$ cat src/rtl/tl_a_arbiter_2to1_if.sv
// TileLink-UL A/D port bundle (32-bit address, 32-bit data).
// SRC_W sets the source-ID width: 2 on the client ports, 3 on the shared port.
//   master : drives A (valid + bits) and d_ready; samples a_ready and D.
//   slave  : drives a_ready and D (valid + bits); samples A and d_ready.
interface tl_a_arbiter_2to1_if #(
    parameter int unsigned SRC_W = 2
);
    localparam int unsigned ADDR_W = 32;
    localparam int unsigned DATA_W = 32;
    localparam int unsigned MASK_W = DATA_W / 8;

    logic              a_ready;
    logic              a_valid;
    logic [2:0]        a_bits_opcode;
    logic [2:0]        a_bits_param;
    logic [2:0]        a_bits_size;
    logic [SRC_W-1:0]  a_bits_source;
    logic [ADDR_W-1:0] a_bits_address;
    logic [MASK_W-1:0] a_bits_mask;
    logic [DATA_W-1:0] a_bits_data;
    logic              a_bits_corrupt;

    logic              d_ready;
    logic              d_valid;
    logic [2:0]        d_bits_opcode;
    logic [2:0]        d_bits_size;
    logic [SRC_W-1:0]  d_bits_source;
    logic              d_bits_denied;
    logic              d_bits_corrupt;
    logic [DATA_W-1:0] d_bits_data;

    modport master (
        input  a_ready,
        output a_valid, a_bits_opcode, a_bits_param, a_bits_size, a_bits_source,
               a_bits_address, a_bits_mask, a_bits_data, a_bits_corrupt,
        output d_ready,
        input  d_valid, d_bits_opcode, d_bits_size, d_bits_source,
               d_bits_denied, d_bits_corrupt, d_bits_data
    );

    modport slave (
        output a_ready,
        input  a_valid, a_bits_opcode, a_bits_param, a_bits_size, a_bits_source,
               a_bits_address, a_bits_mask, a_bits_data, a_bits_corrupt,
        input  d_ready,
        output d_valid, d_bits_opcode, d_bits_size, d_bits_source,
               d_bits_denied, d_bits_corrupt, d_bits_data
    );
endinterface

$ cat src/rtl/tl_a_arbiter_2to1.sv
// Two-client TileLink-UL arbiter sharing one downstream A/D port.
// A channel: round-robin between clients, locked for a whole multi-beat message
// and from the first presented beat of a stalled message; source is tagged
// {client, client_source}. D channel: steered back by the tag bit, stateless.
// Ports:
//   clock, reset : clock and asynchronous active-high reset
//   in0, in1     : client ports (slave side, 2-bit source)
//   out          : shared downstream port (master side, 3-bit source)
module tl_a_arbiter_2to1 #(
    parameter int unsigned MAX_LG_SIZE   = 6,
    parameter int unsigned BEAT_BYTES_LG = 2
) (
    input  logic                 clock,
    input  logic                 reset,
    tl_a_arbiter_2to1_if.slave   in0,
    tl_a_arbiter_2to1_if.slave   in1,
    tl_a_arbiter_2to1_if.master  out
);
    localparam int unsigned BEATS_W = MAX_LG_SIZE - BEAT_BYTES_LG + 1;

    localparam logic [1:0] ST_IDLE  = 2'd0;
    localparam logic [1:0] ST_HOLD  = 2'd1;
    localparam logic [1:0] ST_BURST = 2'd2;

    logic [1:0]         r_state;
    logic               r_grant;
    logic               r_prio;
    logic [BEATS_W-1:0] r_beats_left;

    logic [1:0]         w_state_nxt;
    logic               w_grant_nxt;
    logic               w_prio_nxt;
    logic [BEATS_W-1:0] w_beats_nxt;

    logic [1:0]         w_valid;
    logic               w_sel;
    logic               w_fire;
    logic [2:0]         w_opcode;
    logic [2:0]         w_size;
    logic [BEATS_W-1:0] w_beats;
    logic               w_d_sel;

    // Beats in a message: data-bearing opcodes (0..3) span size/bus-width beats.
    function automatic logic [BEATS_W-1:0] f_beats(input logic [2:0] opcode,
                                                   input logic [2:0] size);
        if (opcode <= 3'd3 && size > 3'(BEAT_BYTES_LG))
            f_beats = BEATS_W'(1) << (size - 3'(BEAT_BYTES_LG));
        else
            f_beats = BEATS_W'(1);
    endfunction

    assign w_valid = {in1.a_valid, in0.a_valid};

    // Source select: preferred-then-other when idle, locked to grant otherwise.
    always_comb begin
        w_sel = r_grant;
        if (r_state == ST_IDLE) begin
            w_sel = r_prio;
            if (!w_valid[r_prio] && w_valid[~r_prio])
                w_sel = ~r_prio;
        end
    end

    // A mux; valid and readies are held low during reset.
    assign w_opcode              = w_sel ? in1.a_bits_opcode : in0.a_bits_opcode;
    assign w_size                = w_sel ? in1.a_bits_size   : in0.a_bits_size;
    assign out.a_valid           = w_valid[w_sel] & ~reset;
    assign out.a_bits_opcode     = w_opcode;
    assign out.a_bits_param      = w_sel ? in1.a_bits_param   : in0.a_bits_param;
    assign out.a_bits_size       = w_size;
    assign out.a_bits_source     = {w_sel, (w_sel ? in1.a_bits_source : in0.a_bits_source)};
    assign out.a_bits_address    = w_sel ? in1.a_bits_address : in0.a_bits_address;
    assign out.a_bits_mask       = w_sel ? in1.a_bits_mask    : in0.a_bits_mask;
    assign out.a_bits_data       = w_sel ? in1.a_bits_data    : in0.a_bits_data;
    assign out.a_bits_corrupt    = w_sel ? in1.a_bits_corrupt : in0.a_bits_corrupt;
    assign in0.a_ready           = out.a_ready & ~w_sel & ~reset;
    assign in1.a_ready           = out.a_ready &  w_sel & ~reset;

    assign w_fire  = out.a_valid & out.a_ready;
    assign w_beats = f_beats(w_opcode, w_size);

    // State register
    always_ff @(posedge clock or posedge reset) begin
        if (reset) begin
            r_state      <= ST_IDLE;
            r_grant      <= 1'b0;
            r_prio       <= 1'b0;
            r_beats_left <= '0;
        end else begin
            r_state      <= w_state_nxt;
            r_grant      <= w_grant_nxt;
            r_prio       <= w_prio_nxt;
            r_beats_left <= w_beats_nxt;
        end
    end

    // Next-state logic
    always_comb begin
        w_state_nxt = r_state;
        w_grant_nxt = r_grant;
        w_prio_nxt  = r_prio;
        w_beats_nxt = r_beats_left;
        case (r_state)
            ST_IDLE, ST_HOLD: begin
                if (w_fire) begin
                    if (w_beats <= BEATS_W'(1)) begin
                        w_state_nxt = ST_IDLE;
                        w_prio_nxt  = ~w_sel;
                    end else begin
                        w_state_nxt = ST_BURST;
                        w_grant_nxt = w_sel;
                        w_beats_nxt = w_beats - BEATS_W'(1);
                    end
                end else if (w_valid[w_sel]) begin
                    // Presented but not accepted: pin the source until it fires.
                    w_state_nxt = ST_HOLD;
                    w_grant_nxt = w_sel;
                end
            end
            ST_BURST: begin
                if (w_fire) begin
                    w_beats_nxt = r_beats_left - BEATS_W'(1);
                    if (r_beats_left == BEATS_W'(1)) begin
                        w_state_nxt = ST_IDLE;
                        w_prio_nxt  = ~r_grant;
                    end
                end
            end
            default: w_state_nxt = ST_IDLE;
        endcase
    end

    // D routing by the client tag in the response source.
    assign w_d_sel            = out.d_bits_source[2];
    assign in0.d_valid        = out.d_valid & ~w_d_sel & ~reset;
    assign in1.d_valid        = out.d_valid &  w_d_sel & ~reset;
    assign out.d_ready        = (w_d_sel ? in1.d_ready : in0.d_ready) & ~reset;
    assign in0.d_bits_source  = out.d_bits_source[1:0];
    assign in1.d_bits_source  = out.d_bits_source[1:0];
    assign in0.d_bits_opcode  = out.d_bits_opcode;
    assign in1.d_bits_opcode  = out.d_bits_opcode;
    assign in0.d_bits_size    = out.d_bits_size;
    assign in1.d_bits_size    = out.d_bits_size;
    assign in0.d_bits_denied  = out.d_bits_denied;
    assign in1.d_bits_denied  = out.d_bits_denied;
    assign in0.d_bits_corrupt = out.d_bits_corrupt;
    assign in1.d_bits_corrupt = out.d_bits_corrupt;
    assign in0.d_bits_data    = out.d_bits_data;
    assign in1.d_bits_data    = out.d_bits_data;
endmodule

$ cat src/flat_wrapper.sv
// flat-port wrapper written by rule: the top's interface ports become plain ports
module tl_a_arbiter_2to1_flat 
#(
    parameter int unsigned MAX_LG_SIZE   = 6,
    parameter int unsigned BEAT_BYTES_LG = 2
)
  (clock, reset, in0_a_ready, in0_a_valid, in0_a_bits_opcode, in0_a_bits_param, in0_a_bits_size, in0_a_bits_source, in0_a_bits_address, in0_a_bits_mask, in0_a_bits_data, in0_a_bits_corrupt, in0_d_ready, in0_d_valid, in0_d_bits_opcode, in0_d_bits_size, in0_d_bits_source, in0_d_bits_denied, in0_d_bits_corrupt, in0_d_bits_data, in1_a_ready, in1_a_valid, in1_a_bits_opcode, in1_a_bits_param, in1_a_bits_size, in1_a_bits_source, in1_a_bits_address, in1_a_bits_mask, in1_a_bits_data, in1_a_bits_corrupt, in1_d_ready, in1_d_valid, in1_d_bits_opcode, in1_d_bits_size, in1_d_bits_source, in1_d_bits_denied, in1_d_bits_corrupt, in1_d_bits_data, out_a_ready, out_a_valid, out_a_bits_opcode, out_a_bits_param, out_a_bits_size, out_a_bits_source, out_a_bits_address, out_a_bits_mask, out_a_bits_data, out_a_bits_corrupt, out_d_ready, out_d_valid, out_d_bits_opcode, out_d_bits_size, out_d_bits_source, out_d_bits_denied, out_d_bits_corrupt, out_d_bits_data);
  tl_a_arbiter_2to1_if #(.SRC_W(2)) in0_i ();
  tl_a_arbiter_2to1_if #(.SRC_W(2)) in1_i ();
  tl_a_arbiter_2to1_if #(.SRC_W(3)) out_i ();
  input  logic clock;
  input  logic reset;
  output wire logic [$bits(in0_i.a_ready)-1:0] in0_a_ready;
  input wire logic [$bits(in0_i.a_valid)-1:0] in0_a_valid;
  input wire logic [$bits(in0_i.a_bits_opcode)-1:0] in0_a_bits_opcode;
  input wire logic [$bits(in0_i.a_bits_param)-1:0] in0_a_bits_param;
  input wire logic [$bits(in0_i.a_bits_size)-1:0] in0_a_bits_size;
  input wire logic [$bits(in0_i.a_bits_source)-1:0] in0_a_bits_source;
  input wire logic [$bits(in0_i.a_bits_address)-1:0] in0_a_bits_address;
  input wire logic [$bits(in0_i.a_bits_mask)-1:0] in0_a_bits_mask;
  input wire logic [$bits(in0_i.a_bits_data)-1:0] in0_a_bits_data;
  input wire logic [$bits(in0_i.a_bits_corrupt)-1:0] in0_a_bits_corrupt;
  input wire logic [$bits(in0_i.d_ready)-1:0] in0_d_ready;
  output wire logic [$bits(in0_i.d_valid)-1:0] in0_d_valid;
  output wire logic [$bits(in0_i.d_bits_opcode)-1:0] in0_d_bits_opcode;
  output wire logic [$bits(in0_i.d_bits_size)-1:0] in0_d_bits_size;
  output wire logic [$bits(in0_i.d_bits_source)-1:0] in0_d_bits_source;
  output wire logic [$bits(in0_i.d_bits_denied)-1:0] in0_d_bits_denied;
  output wire logic [$bits(in0_i.d_bits_corrupt)-1:0] in0_d_bits_corrupt;
  output wire logic [$bits(in0_i.d_bits_data)-1:0] in0_d_bits_data;
  output wire logic [$bits(in1_i.a_ready)-1:0] in1_a_ready;
  input wire logic [$bits(in1_i.a_valid)-1:0] in1_a_valid;
  input wire logic [$bits(in1_i.a_bits_opcode)-1:0] in1_a_bits_opcode;
  input wire logic [$bits(in1_i.a_bits_param)-1:0] in1_a_bits_param;
  input wire logic [$bits(in1_i.a_bits_size)-1:0] in1_a_bits_size;
  input wire logic [$bits(in1_i.a_bits_source)-1:0] in1_a_bits_source;
  input wire logic [$bits(in1_i.a_bits_address)-1:0] in1_a_bits_address;
  input wire logic [$bits(in1_i.a_bits_mask)-1:0] in1_a_bits_mask;
  input wire logic [$bits(in1_i.a_bits_data)-1:0] in1_a_bits_data;
  input wire logic [$bits(in1_i.a_bits_corrupt)-1:0] in1_a_bits_corrupt;
  input wire logic [$bits(in1_i.d_ready)-1:0] in1_d_ready;
  output wire logic [$bits(in1_i.d_valid)-1:0] in1_d_valid;
  output wire logic [$bits(in1_i.d_bits_opcode)-1:0] in1_d_bits_opcode;
  output wire logic [$bits(in1_i.d_bits_size)-1:0] in1_d_bits_size;
  output wire logic [$bits(in1_i.d_bits_source)-1:0] in1_d_bits_source;
  output wire logic [$bits(in1_i.d_bits_denied)-1:0] in1_d_bits_denied;
  output wire logic [$bits(in1_i.d_bits_corrupt)-1:0] in1_d_bits_corrupt;
  output wire logic [$bits(in1_i.d_bits_data)-1:0] in1_d_bits_data;
  input wire logic [$bits(out_i.a_ready)-1:0] out_a_ready;
  output wire logic [$bits(out_i.a_valid)-1:0] out_a_valid;
  output wire logic [$bits(out_i.a_bits_opcode)-1:0] out_a_bits_opcode;
  output wire logic [$bits(out_i.a_bits_param)-1:0] out_a_bits_param;
  output wire logic [$bits(out_i.a_bits_size)-1:0] out_a_bits_size;
  output wire logic [$bits(out_i.a_bits_source)-1:0] out_a_bits_source;
  output wire logic [$bits(out_i.a_bits_address)-1:0] out_a_bits_address;
  output wire logic [$bits(out_i.a_bits_mask)-1:0] out_a_bits_mask;
  output wire logic [$bits(out_i.a_bits_data)-1:0] out_a_bits_data;
  output wire logic [$bits(out_i.a_bits_corrupt)-1:0] out_a_bits_corrupt;
  output wire logic [$bits(out_i.d_ready)-1:0] out_d_ready;
  input wire logic [$bits(out_i.d_valid)-1:0] out_d_valid;
  input wire logic [$bits(out_i.d_bits_opcode)-1:0] out_d_bits_opcode;
  input wire logic [$bits(out_i.d_bits_size)-1:0] out_d_bits_size;
  input wire logic [$bits(out_i.d_bits_source)-1:0] out_d_bits_source;
  input wire logic [$bits(out_i.d_bits_denied)-1:0] out_d_bits_denied;
  input wire logic [$bits(out_i.d_bits_corrupt)-1:0] out_d_bits_corrupt;
  input wire logic [$bits(out_i.d_bits_data)-1:0] out_d_bits_data;
  assign in0_a_ready = in0_i.a_ready;
  assign in0_i.a_valid = in0_a_valid;
  assign in0_i.a_bits_opcode = in0_a_bits_opcode;
  assign in0_i.a_bits_param = in0_a_bits_param;
  assign in0_i.a_bits_size = in0_a_bits_size;
  assign in0_i.a_bits_source = in0_a_bits_source;
  assign in0_i.a_bits_address = in0_a_bits_address;
  assign in0_i.a_bits_mask = in0_a_bits_mask;
  assign in0_i.a_bits_data = in0_a_bits_data;
  assign in0_i.a_bits_corrupt = in0_a_bits_corrupt;
  assign in0_i.d_ready = in0_d_ready;
  assign in0_d_valid = in0_i.d_valid;
  assign in0_d_bits_opcode = in0_i.d_bits_opcode;
  assign in0_d_bits_size = in0_i.d_bits_size;
  assign in0_d_bits_source = in0_i.d_bits_source;
  assign in0_d_bits_denied = in0_i.d_bits_denied;
  assign in0_d_bits_corrupt = in0_i.d_bits_corrupt;
  assign in0_d_bits_data = in0_i.d_bits_data;
  assign in1_a_ready = in1_i.a_ready;
  assign in1_i.a_valid = in1_a_valid;
  assign in1_i.a_bits_opcode = in1_a_bits_opcode;
  assign in1_i.a_bits_param = in1_a_bits_param;
  assign in1_i.a_bits_size = in1_a_bits_size;
  assign in1_i.a_bits_source = in1_a_bits_source;
  assign in1_i.a_bits_address = in1_a_bits_address;
  assign in1_i.a_bits_mask = in1_a_bits_mask;
  assign in1_i.a_bits_data = in1_a_bits_data;
  assign in1_i.a_bits_corrupt = in1_a_bits_corrupt;
  assign in1_i.d_ready = in1_d_ready;
  assign in1_d_valid = in1_i.d_valid;
  assign in1_d_bits_opcode = in1_i.d_bits_opcode;
  assign in1_d_bits_size = in1_i.d_bits_size;
  assign in1_d_bits_source = in1_i.d_bits_source;
  assign in1_d_bits_denied = in1_i.d_bits_denied;
  assign in1_d_bits_corrupt = in1_i.d_bits_corrupt;
  assign in1_d_bits_data = in1_i.d_bits_data;
  assign out_i.a_ready = out_a_ready;
  assign out_a_valid = out_i.a_valid;
  assign out_a_bits_opcode = out_i.a_bits_opcode;
  assign out_a_bits_param = out_i.a_bits_param;
  assign out_a_bits_size = out_i.a_bits_size;
  assign out_a_bits_source = out_i.a_bits_source;
  assign out_a_bits_address = out_i.a_bits_address;
  assign out_a_bits_mask = out_i.a_bits_mask;
  assign out_a_bits_data = out_i.a_bits_data;
  assign out_a_bits_corrupt = out_i.a_bits_corrupt;
  assign out_d_ready = out_i.d_ready;
  assign out_i.d_valid = out_d_valid;
  assign out_i.d_bits_opcode = out_d_bits_opcode;
  assign out_i.d_bits_size = out_d_bits_size;
  assign out_i.d_bits_source = out_d_bits_source;
  assign out_i.d_bits_denied = out_d_bits_denied;
  assign out_i.d_bits_corrupt = out_d_bits_corrupt;
  assign out_i.d_bits_data = out_d_bits_data;
  tl_a_arbiter_2to1 #(.MAX_LG_SIZE(MAX_LG_SIZE), .BEAT_BYTES_LG(BEAT_BYTES_LG)) u_core (.clock(clock), .reset(reset), .in0(in0_i), .in1(in1_i), .out(out_i));
endmodule
$ cat config.mk
export PLATFORM = sky130hd
export DESIGN_NAME = tl_a_arbiter_2to1_flat
export DESIGN_NICKNAME = d
export VERILOG_FILES = /design/src/rtl/tl_a_arbiter_2to1_if.sv /design/src/rtl/tl_a_arbiter_2to1.sv /design/src/flat_wrapper.sv
export SDC_FILE = /design/constraint.sdc
export NUM_CORES = 1
export LEC_CHECK = 0
export CORE_AREA = 5 5 143 145
export DETAILED_ROUTE_END_ITERATION = 6
export DIE_AREA = 0 0 148 150
export PLACE_DENSITY = 0.54
export SYNTH_ARGS = -nofsm -noshare
export SYNTH_HDL_FRONTEND = slang
export SYNTH_SLANG_ARGS = --single-unit
$ cat constraint.sdc
create_clock -name clock -period 4.9 [get_ports clock]
set_input_delay 0.98 -clock clock [delete_from_list [all_inputs] [get_ports clock]]
set_output_delay 0.98 -clock clock [all_outputs]
set_load 0.01 [all_outputs]
==> flow_summary.json, run 1 <==
{
  "setup_viol": 0,
  "dieArea_mm2": 0.0222,
  "tritoncts": "built",
  "grt_usage": 0.101,
  "power.share.clock": 0.107,
  "synth-edff-count": 0,
  "period_needed_ps": 4340,
  "num-nets-final": 664,
  "synth_seq_cells": 9,
  "drt_iter0_markers": 42,
  "power_leakage_uw": 0.00169,
  "yosysWarnings": 0,
  "cp_max_fo": 77,
  "via_count": 2555,
  "p_int_uw": 839,
  "finalPower_uw": 1320,
  "cp-start-kind": "primary input",
  "p_comb_frac": 0.792,
  "slew_headroom": 0.710,
  "post_cts_resized": 0,
  "whs_path_depth": 2,
  "fin_cells": 686,
  "synth_top_area_frac": 0.369,
  "wl_per_cell_um": 17.8,
  "vdd_drop_max_uv": 146,
  "synth_top_flop_cell": "dfrtp_1",
  "r2r_end": "u_core.r_beats_left[2]",
  "crit_type": "in -> out",
  "p_sw_uw": 482,
  "slew_viol_final": 0,
  "rsz0062_at_grt": "no",
  "netlist_instances": 284,
  "first_pass_iters": 4,
  "worstPathRequired_ps": 3920,
  "num_io_pins": 382,
  "min_from": "u_core.r_beats_left[4]",
  "reg2reg_from": "u_core.r_state[0]",
  "synthDistinctLibCells": 40,
  "cts_buffer_depth": 2,
  "seqPwrFrac": 0.101,
  "n_antenna_cell": 0,
  "hold_path.class": "reg -> reg",
  "power_density_mw_per_mm2": 281,
  "worstRegToRegCells": 11,
  "drv_cap": 0,
  "port_buffers": 255,
  "die_y_um": 150,
  "synthArstFlopShare": 1.00,
  "grt_max_degree": 78,
  "worstMarginPinSlew_ps": 430,
  "synth_area_leaders": "mux2_2 (37%), buf_4 (26%), dfrtp_1 (9.2%), ha_1 (2.1%), mux2i_1 (2.1%)",
  "wl_um": 12200,
  "gp_congestion": 0.818,
  "synth_top_cell_by_area": "mux2_2",
  "critPathCaptureType": "primary output",
  "grt_pass1_vias": 2808,
  "final_util": 0.247,
  "finalCritPeriodShare": 0.886,
  "cts_hold_buffers": 0,
  "syn_area_mm2": 0.00244,
  "clock_sinks": 9,
  "clk_latency_ps": 230,
  "postCtsSetupRepairBufs": 0,
  "clockRootBuffer": "clkbuf_16",
  "grt_pass1_wl_um": 17200,
  "antenna_found_initial": 0,
  "hold_violations": 0,
  "hold_end": "u_core.r_beats_left[4]",
  "initial_utilization": 0.128,
  "ys_seq_area_frac": 0.0923,
  "die_w_um": 148,
  "viasPerCell": 3.72,
  "grt-ovfl-total": 0,
  "clkTransAtPathRegs_ps": 40,
  "drc": 0,
  "coreArea_mm2": 0.0191,
  "clock.fmax_ghz": 0.230,
  "skew_ps": 4.30,
  "antenna_left": 0,
  "avgSynthCellArea_um2": 8.60,
  "rows": 51,
  "status": "finished, final reports clean",
  "worst-endpoint-arrival_ps": 3360,
  "drive_gt1_frac": 0.199,
  "placed_cells": 682,
  "startpoint": "in1_a_valid",
  "rrSetupSlack_ps": 1730,
  "fin_setup_tns_ps": 0,
  "cts_max_level": 1,
  "syn-num-nets": 499,
  "cts_made_buffers": 3,
  "syn2layout_area_growth_pct": 92.7,
  "hpwl_um": 11100,
  "p_sw_frac": 0.365
}
==> how the worst max path moves through the flow <==
stage	end	depth (start not counted)
2_1_floorplan	u_core.r_beats_left[2]	11
3_3_place_gp	out_a_bits_data[15]	6
3_5_place_dp	out_a_bits_data[15]	6
4_1_cts	out_a_bits_data[15]	6
5_1_grt	out_a_bits_data[15]	6
6_report	out_a_bits_data[13]	6
==> worst max-delay path: stages <==
cell and delay (ps):
clkdlybuf4s50_1 570, a21boi_1 150, o31ai_4 320, buf_12 360, mux2_2 430, clkdlybuf4s50_1 500
==> stage by stage <==
step                      area [um2]  hold slack, ps  worst slack [ps]
after floorplan                 2440             482              1500
after global placement          4620             529               564
after detailed placement        4620             529               543
after CTS                       4700             538               537
after global routing            4700             595               446
final                           4700             539               560
==> kinds of logic after synthesis <==
family,count (synthesis),synth area share
AOI/OAI and AO/OA,34,0.0989
xor gates and xnor gates,1,0.00359
adders and majority gates,4,0.0205
buffers and inverters,105,0.297
DFF,9,0.0923
muxes,85,0.390
and+or+nand+nor,46,0.0984
==> sequential cells by signal, indices dropped and copies added (netlist names) <==
register             cells
u_core.r_beats_left      5
u_core.r_state           2
u_core.r_grant           1
u_core.r_prio            1
==> cell type report <==
class / instances / area, um2
clock buffer: 4 / 78.8
fill: 2023 / 14400
inverter: 8 / 30.0
multi-input combinational: 170 / 1490
sequential: 9 / 225
tap: 238 / 298
timing repair buffer: 257 / 2580
==> Yosys cell counts, types with 4 or more instances <==
| cell type | number |
|---|---|
| a21oi_1 | 6 |
| buf_2 | 9 |
| buf_4 | 85 |
| dfrtp_1 | 9 |
| ha_1 | 4 |
| inv_1 | 8 |
| mux2_2 | 80 |
| mux2i_1 | 5 |
| nand2_1 | 7 |
| nand2b_1 | 6 |
| nor2_1 | 12 |
| nor3_1 | 6 |
| o21ai_0 | 9 |
==> layer usage <==
layer | GRT usage | part of all wire | wire, um | up-vias
met4 | 0.0226 | 0.016 | 191 | 0
met1 | 0.100 | 0.33 | 3990 | 1137
met3 | 0.0512 | 0.11 | 1390 | 8
met2 | 0.189 | 0.54 | 6620 | 169
met5 | 0 | 0 | 0 | -
li1 | - | - | - | 1241
==> cell usage in the layout (no fill, tap or decap), types with 2 or more instances in the layout <==
master / n
a211oi_1: 3
a21oi_1: 6
a31oi_1: 2
clkbuf_16: 3
clkdlybuf4s50_1: 255
dfrtp_1: 9
ha_1: 4
inv_1: 8
mux2_2: 80
mux2i_1: 5
nand2_1: 7
nand2b_1: 6
nand3_1: 3
nor2_1: 12
nor2b_1: 3
nor3_1: 6
nor3b_1: 2
o21ai_0: 9
o311a_1: 2
or4_1: 2
==> power groups by stage <==
stage	Combinational [uW]	Clock [uW]	Sequential, uW
2_1_floorplan	583	0	122
3_3_place_gp	1060	0	131
3_5_place_dp	1060	0	132
4_1_cts	1070	143	132
5_1_grt	1120	147	138
6_report	1050	142	133
Power figures use the tool's default switching activity.
==> run 2: changes to the inputs <==
CORE_AREA = 5 5 147 149   (was 5 5 143 145)
DIE_AREA = 0 0 152 154   (was 0 0 148 150)
clock period = 3.6 ns   (was 4.9 ns; I/O delays follow)
==> flow_summary.json, run 2 (synthesis results as in run 1) <==
{
  "cp_max_fo": 17,
  "slew_headroom": 0.712,
  "gp_congestion": 0.859,
  "syn2layout_area_growth_pct": 105,
  "wl_per_cell_um": 16.5,
  "critPathCaptureType": "primary output",
  "clockRootBuffer": "clkbuf_16",
  "grt-ovfl-total": 0,
  "hold_slack_ps": 542,
  "biggestRegsByFlops": "u_core.r_beats_left x5, u_core.r_state x2",
  "antenna_found_initial": 1,
  "worstPathRequired_ps": 2880,
  "fin_ws_ps": -1.29,
  "period_needed_ps": 3600,
  "setup_viol": 1,
  "violations": "setup timing",
  "cts_max_level": 1,
  "worstRegToRegCells": 12,
  "coreArea_mm2": 0.0200,
  "antenna_left": 0,
  "grt_pass1_vias": 3076,
  "tritoncts": "built",
  "clk_latency_ps": 230,
  "die_y_um": 154,
  "num_io_pins": 382,
  "vdd_drop_max_uv": 141,
  "drt_iter0_markers": 93,
  "grt_usage": 0.0956,
  "drive_gt1_frac": 0.235,
  "dieArea_mm2": 0.0234,
  "hold_path.class": "reg -> reg",
  "clock_sinks": 9,
  "rows": 52,
  "viasPerCell": 3.64,
  "largest-register": "u_core.r_beats_left",
  "first_pass_iters": 4,
  "max_stage_delay_ps": 500,
  "fin_area_mm2": 0.00499,
  "drc": 0,
  "placed_cells": 734,
  "status": "finished, violations left",
  "rsz0062_at_grt": "yes",
  "fin_cells": 739,
  "initial_utilization": 0.122,
  "fin_setup_tns_ps": -1.29,
  "cts_made_buffers": 3,
  "path_delay_family": "buffers and inverters",
  "port_buffers": 255,
  "skew_ps": 1.95,
  "finalCritPeriodShare": 1.00,
  "wl_um": 12200,
  "crit_type": "in -> out",
  "cp_common_cell": "clkdlybuf4s50_1",
  "cp-start-kind": "primary input",
  "dpl_cell_area_mm2": 0.00484,
  "cts_hold_buffers": 0,
  "whs_path_depth": 2,
  "power_leakage_uw": 0.00223,
  "worstMarginPinSlew_ps": 427,
  "clock.fmax_ghz": 0.278,
  "drv_cap": 0,
  "num-nets-final": 685,
  "n_antenna_cell": 0,
  "worstPathCellList": "clkdlybuf4s50_1 > a21boi_1 > o31ai_4 > buf_12 > buf_4 > mux2_2 > clkdlybuf4s50_1",
  "power_density_mw_per_mm2": 368,
  "finalPower_uw": 1840,
  "grt_pass1_wl_um": 18100,
  "die_w_um": 152,
  "grt_max_degree": 18,
  "final_cell_mix": "clkdlybuf4s50_1 (181), mux2_2 (80), dlymetal6s2s_1 (42), dlygate4sd2_1 (32), buf_4 (19)",
  "cp_slowest_cell": "clkdlybuf4s50_1",
  "cp.buffers_inverters": 4,
  "largest_register_ffs": 5,
  "hold_violations": 0,
  "cp_num_cells": 7,
  "worst-endpoint-arrival_ps": 2880,
  "cts_buffer_depth": 2,
  "hpwl_um": 11000,
  "clkTransAtPathRegs_ps": 40,
  "final_common_cell": "clkdlybuf4s50_1",
  "slew_viol_final": 0,
  "via_count": 2691
}
-- run 2: cell types whose count changed in the layout (fill, tap and decap cells not counted), sizes merged --
| cell | change |
|---|---|
| buf | +21 |
| dlygate4sd2 | +32 |
| clkdlybuf4s50 | -74 |
| dlymetal6s2s | +42 |
-- run 2: routing by layer --
layer | track usage | vias up | wire length (um)
met5 | 0 | - | 12
met3 | 0.0441 | 6 | 1250
li1 | - | 1289 | -
met2 | 0.174 | 171 | 6260
met1 | 0.108 | 1223 | 4610
met4 | 0.00514 | 2 | 57
-- run 2: final timing paths --
kind / startpoint / end / slack, ps
setup / recovery: in1_a_valid / out_a_bits_address[22] / -1
hold / removal: u_core.r_beats_left[4] / u_core.r_beats_left[4] / 540
setup reg to reg: u_core.r_state[0] / u_core.r_beats_left[2] / 620
hold reg to reg: u_core.r_beats_left[4] / u_core.r_beats_left[4] / 540
max in group asynchronous: reset / u_core.r_beats_left[2] / 2550
min in group asynchronous: reset / u_core.r_prio / 910
-- run 2: power breakdown --
part / leakage (uW) / total (uW) / switching, uW / internal [uW]
registers: 0.000106 / 180 / 42.1 / 138
clock network: 0.0000382 / 197 / 48.8 / 148
logic: 0.00208 / 1460 / 589 / 873
total: 0.00223 / 1840 / 680 / 1160
-- run 2: timing repair --
item / in CTS / in global routing
endpoints found under the setup margin: 49 / 48
resized for setup: 33 / 42
setup buffers: 1 / 0
-- run 2: stage by stage --
stage           util  setup slack [ps]
3_5_place_dp   0.242             -90.9
3_3_place_gp   0.242             -78.9
6_report       0.249             -1.29
4_1_cts        0.244             -15.7
2_1_floorplan      -               458
5_1_grt        0.249             -97.5
-- run 2: worst min-delay path, stage by stage (launching register included) --
cell	delay, ps
dfrtp_1	360
nand3_1	80
o21ai_0	70
-- run 2: cell type report --
cell class                      instances  area [um2]
Fill cell                            2189       15000
Timing Repair Buffer                  278        2830
Multi-Input combinational cell        170        1490
Tap cell                              270         338
Sequential cell                         9         225
Clock buffer                            4        78.8
Inverter                                8        30.0
==> run 3: changes to the inputs <==
CAP_MARGIN = 20   (was default)
SETUP_SLACK_MARGIN = 0.3   (was default)
==> flow_summary.json, run 3 (synthesis results as in run 1) <==
{
  "grt_max_degree": 14,
  "final_util": 0.251,
  "tritoncts": "built",
  "power.share.clock": 0.100,
  "seqPwrFrac": 0.092,
  "vdd_drop_max_uv": 142,
  "critPathCaptureType": "primary output",
  "worst-endpoint-arrival_ps": 2440,
  "coreArea_mm2": 0.0200,
  "period_needed_ps": 3160,
  "grt_pass1_wl_um": 18700,
  "worstMarginPinSlew_ps": 466,
  "cp_max_fo": 4,
  "setup_viol": 0,
  "wl_per_cell_um": 17.0,
  "hold_path.class": "reg -> reg",
  "slew_viol_final": 0,
  "via_count": 2737,
  "p_int_uw": 1260,
  "cp.buffers_inverters": 5,
  "num_io_pins": 382,
  "antenna_left": 0,
  "wl_um": 12700,
  "p_sw_uw": 737,
  "drt_iter0_markers": 110,
  "max_stage_delay_ps": 330,
  "hold_violations": 0,
  "dieArea_mm2": 0.0234,
  "route.met2.wl_um": 6570,
  "cp_slowest_cell": "mux2_2",
  "finalCritPeriodShare": 0.878,
  "cts_hold_buffers": 0,
  "path_delay_family": "buffers and inverters",
  "clock.fmax_ghz": 0.316,
  "gp_congestion": 0.859,
  "wl_met3_um": 1260,
  "largest_register_ffs": 5,
  "top_layer": "met5",
  "largest-register": "u_core.r_beats_left",
  "final_common_cell": "clkdlybuf4s50_1",
  "power_leakage_uw": 0.00195,
  "final_cell_mix": "clkdlybuf4s50_1 (172), mux2_2 (80), clkdlybuf4s15_1 (27), buf_2 (21)",
  "antenna_found_initial": 1,
  "cts_made_buffers": 3,
  "grt_pass1_vias": 3119,
  "port_buffers": 255,
  "drv_cap": 0,
  "status": "finished, final reports clean",
  "worstPathRequired_ps": 2880,
  "cts_max_level": 1,
  "cp-start-kind": "primary input",
  "first_pass_iters": 4,
  "grt-ovfl-total": 0,
  "clockRootBuffer": "clkbuf_16",
  "p_sw_frac": 0.370,
  "p_comb_frac": 0.809,
  "worstRegToRegCells": 14,
  "clkTransAtPathRegs_ps": 40,
  "power_density_mw_per_mm2": 397,
  "drc": 0,
  "drive_gt1_frac": 0.335,
  "slew_headroom": 0.680,
  "cp_common_cell": "buf_6",
  "n_antenna_cell": 0,
  "whs_path_depth": 2,
  "viasPerCell": 3.66,
  "cp_num_cells": 8,
  "clk_latency_ps": 240,
  "biggestRegsByFlops": "u_core.r_beats_left x5, u_core.r_state x2",
  "die_y_um": 154,
  "clock_sinks": 9,
  "wl_met1_um": 4770,
  "hpwl_um": 11000,
  "fin_cells": 747,
  "crit_type": "in -> out",
  "initial_utilization": 0.122,
  "rows": 52,
  "num-nets-final": 693,
  "cts_buffer_depth": 2,
  "die_w_um": 152,
  "grt_usage": 0.0998,
  "skew_ps": 1.74,
  "placed_cells": 734,
  "worstPathCellList": "dlygate4sd2_1 > a21boi_4 > o31ai_4 > buf_6 > bufbuf_16 > buf_6 > mux2_2 > clkdlybuf4s15_2",
  "hold_slack_ps": 547,
  "rsz0062_at_grt": "no",
  "syn2layout_area_growth_pct": 106
}
[run 3: final timing paths]
path                                   startpoint                      to  slack [ps]
min in group asynchronous                   reset           u_core.r_prio         910
min                        u_core.r_beats_left[4]  u_core.r_beats_left[4]         550
max in group asynchronous                   reset  u_core.r_beats_left[2]        2550
max                                   in1_a_valid     out_a_bits_data[18]         440
min reg2reg                u_core.r_beats_left[4]  u_core.r_beats_left[4]         550
max reg2reg                     u_core.r_state[0]           u_core.r_prio         620
[run 3: cell type report]
class | count | area (um2)
repair buffers | 286 | 2830
flip-flops and latches | 9 | 225
multi-input cells | 170 | 1520
inverters | 8 | 30.0
clock buffers | 4 | 78.8
fillers | 2188 | 15000
well taps | 270 | 338
[run 3: metrics by stage]
stage / TNS (ps) / total power [uW] / worst slack [ps] / cell area (um2)
6_report: 0 / 1990 / 440 / 5020
5_1_grt: 0 / 2130 / 372 / 5020
4_1_cts: 0 / 2030 / 160 / 5030
3_5_place_dp: -1020 / 1750 / -90.9 / 4840
3_3_place_gp: -828 / 1730 / -78.9 / 4840
2_1_floorplan: 0 / 959 / 458 / 2440
[run 3: layer usage]
layer,GRT usage,up-vias
li1,-,1312
met3,0.0441,4
met4,0.00771,2
met1,0.112,1254
met5,0,-
met2,0.182,165
[run 3: power by group through the flow]
stage | combinational [uW] | clock [uW] | sequential (uW)
after floorplan | 793 | 0 | 166
after global placement | 1550 | 0 | 175
after CTS | 1650 | 200 | 182
final | 1610 | 199 | 182
after detailed placement | 1570 | 0 | 179
after global routing | 1720 | 212 | 191
[run 3: what timing repair did]
item / 4_1_cts / 5_1_grt
pin swaps: 3 / 3
cloned: 3 / 0
setup buffers: 6 / 0
gates resized for setup: 226 / 5
endpoints found under the setup margin: 88 / 82
[run 3: worst min-delay path, delay by kind of cell (launching register included)]
family / cells / cell delay [ps]
DFF: 1 / 360
AOI/OAI and AO/OA: 1 / 70
and+or+nand+nor: 1 / 80
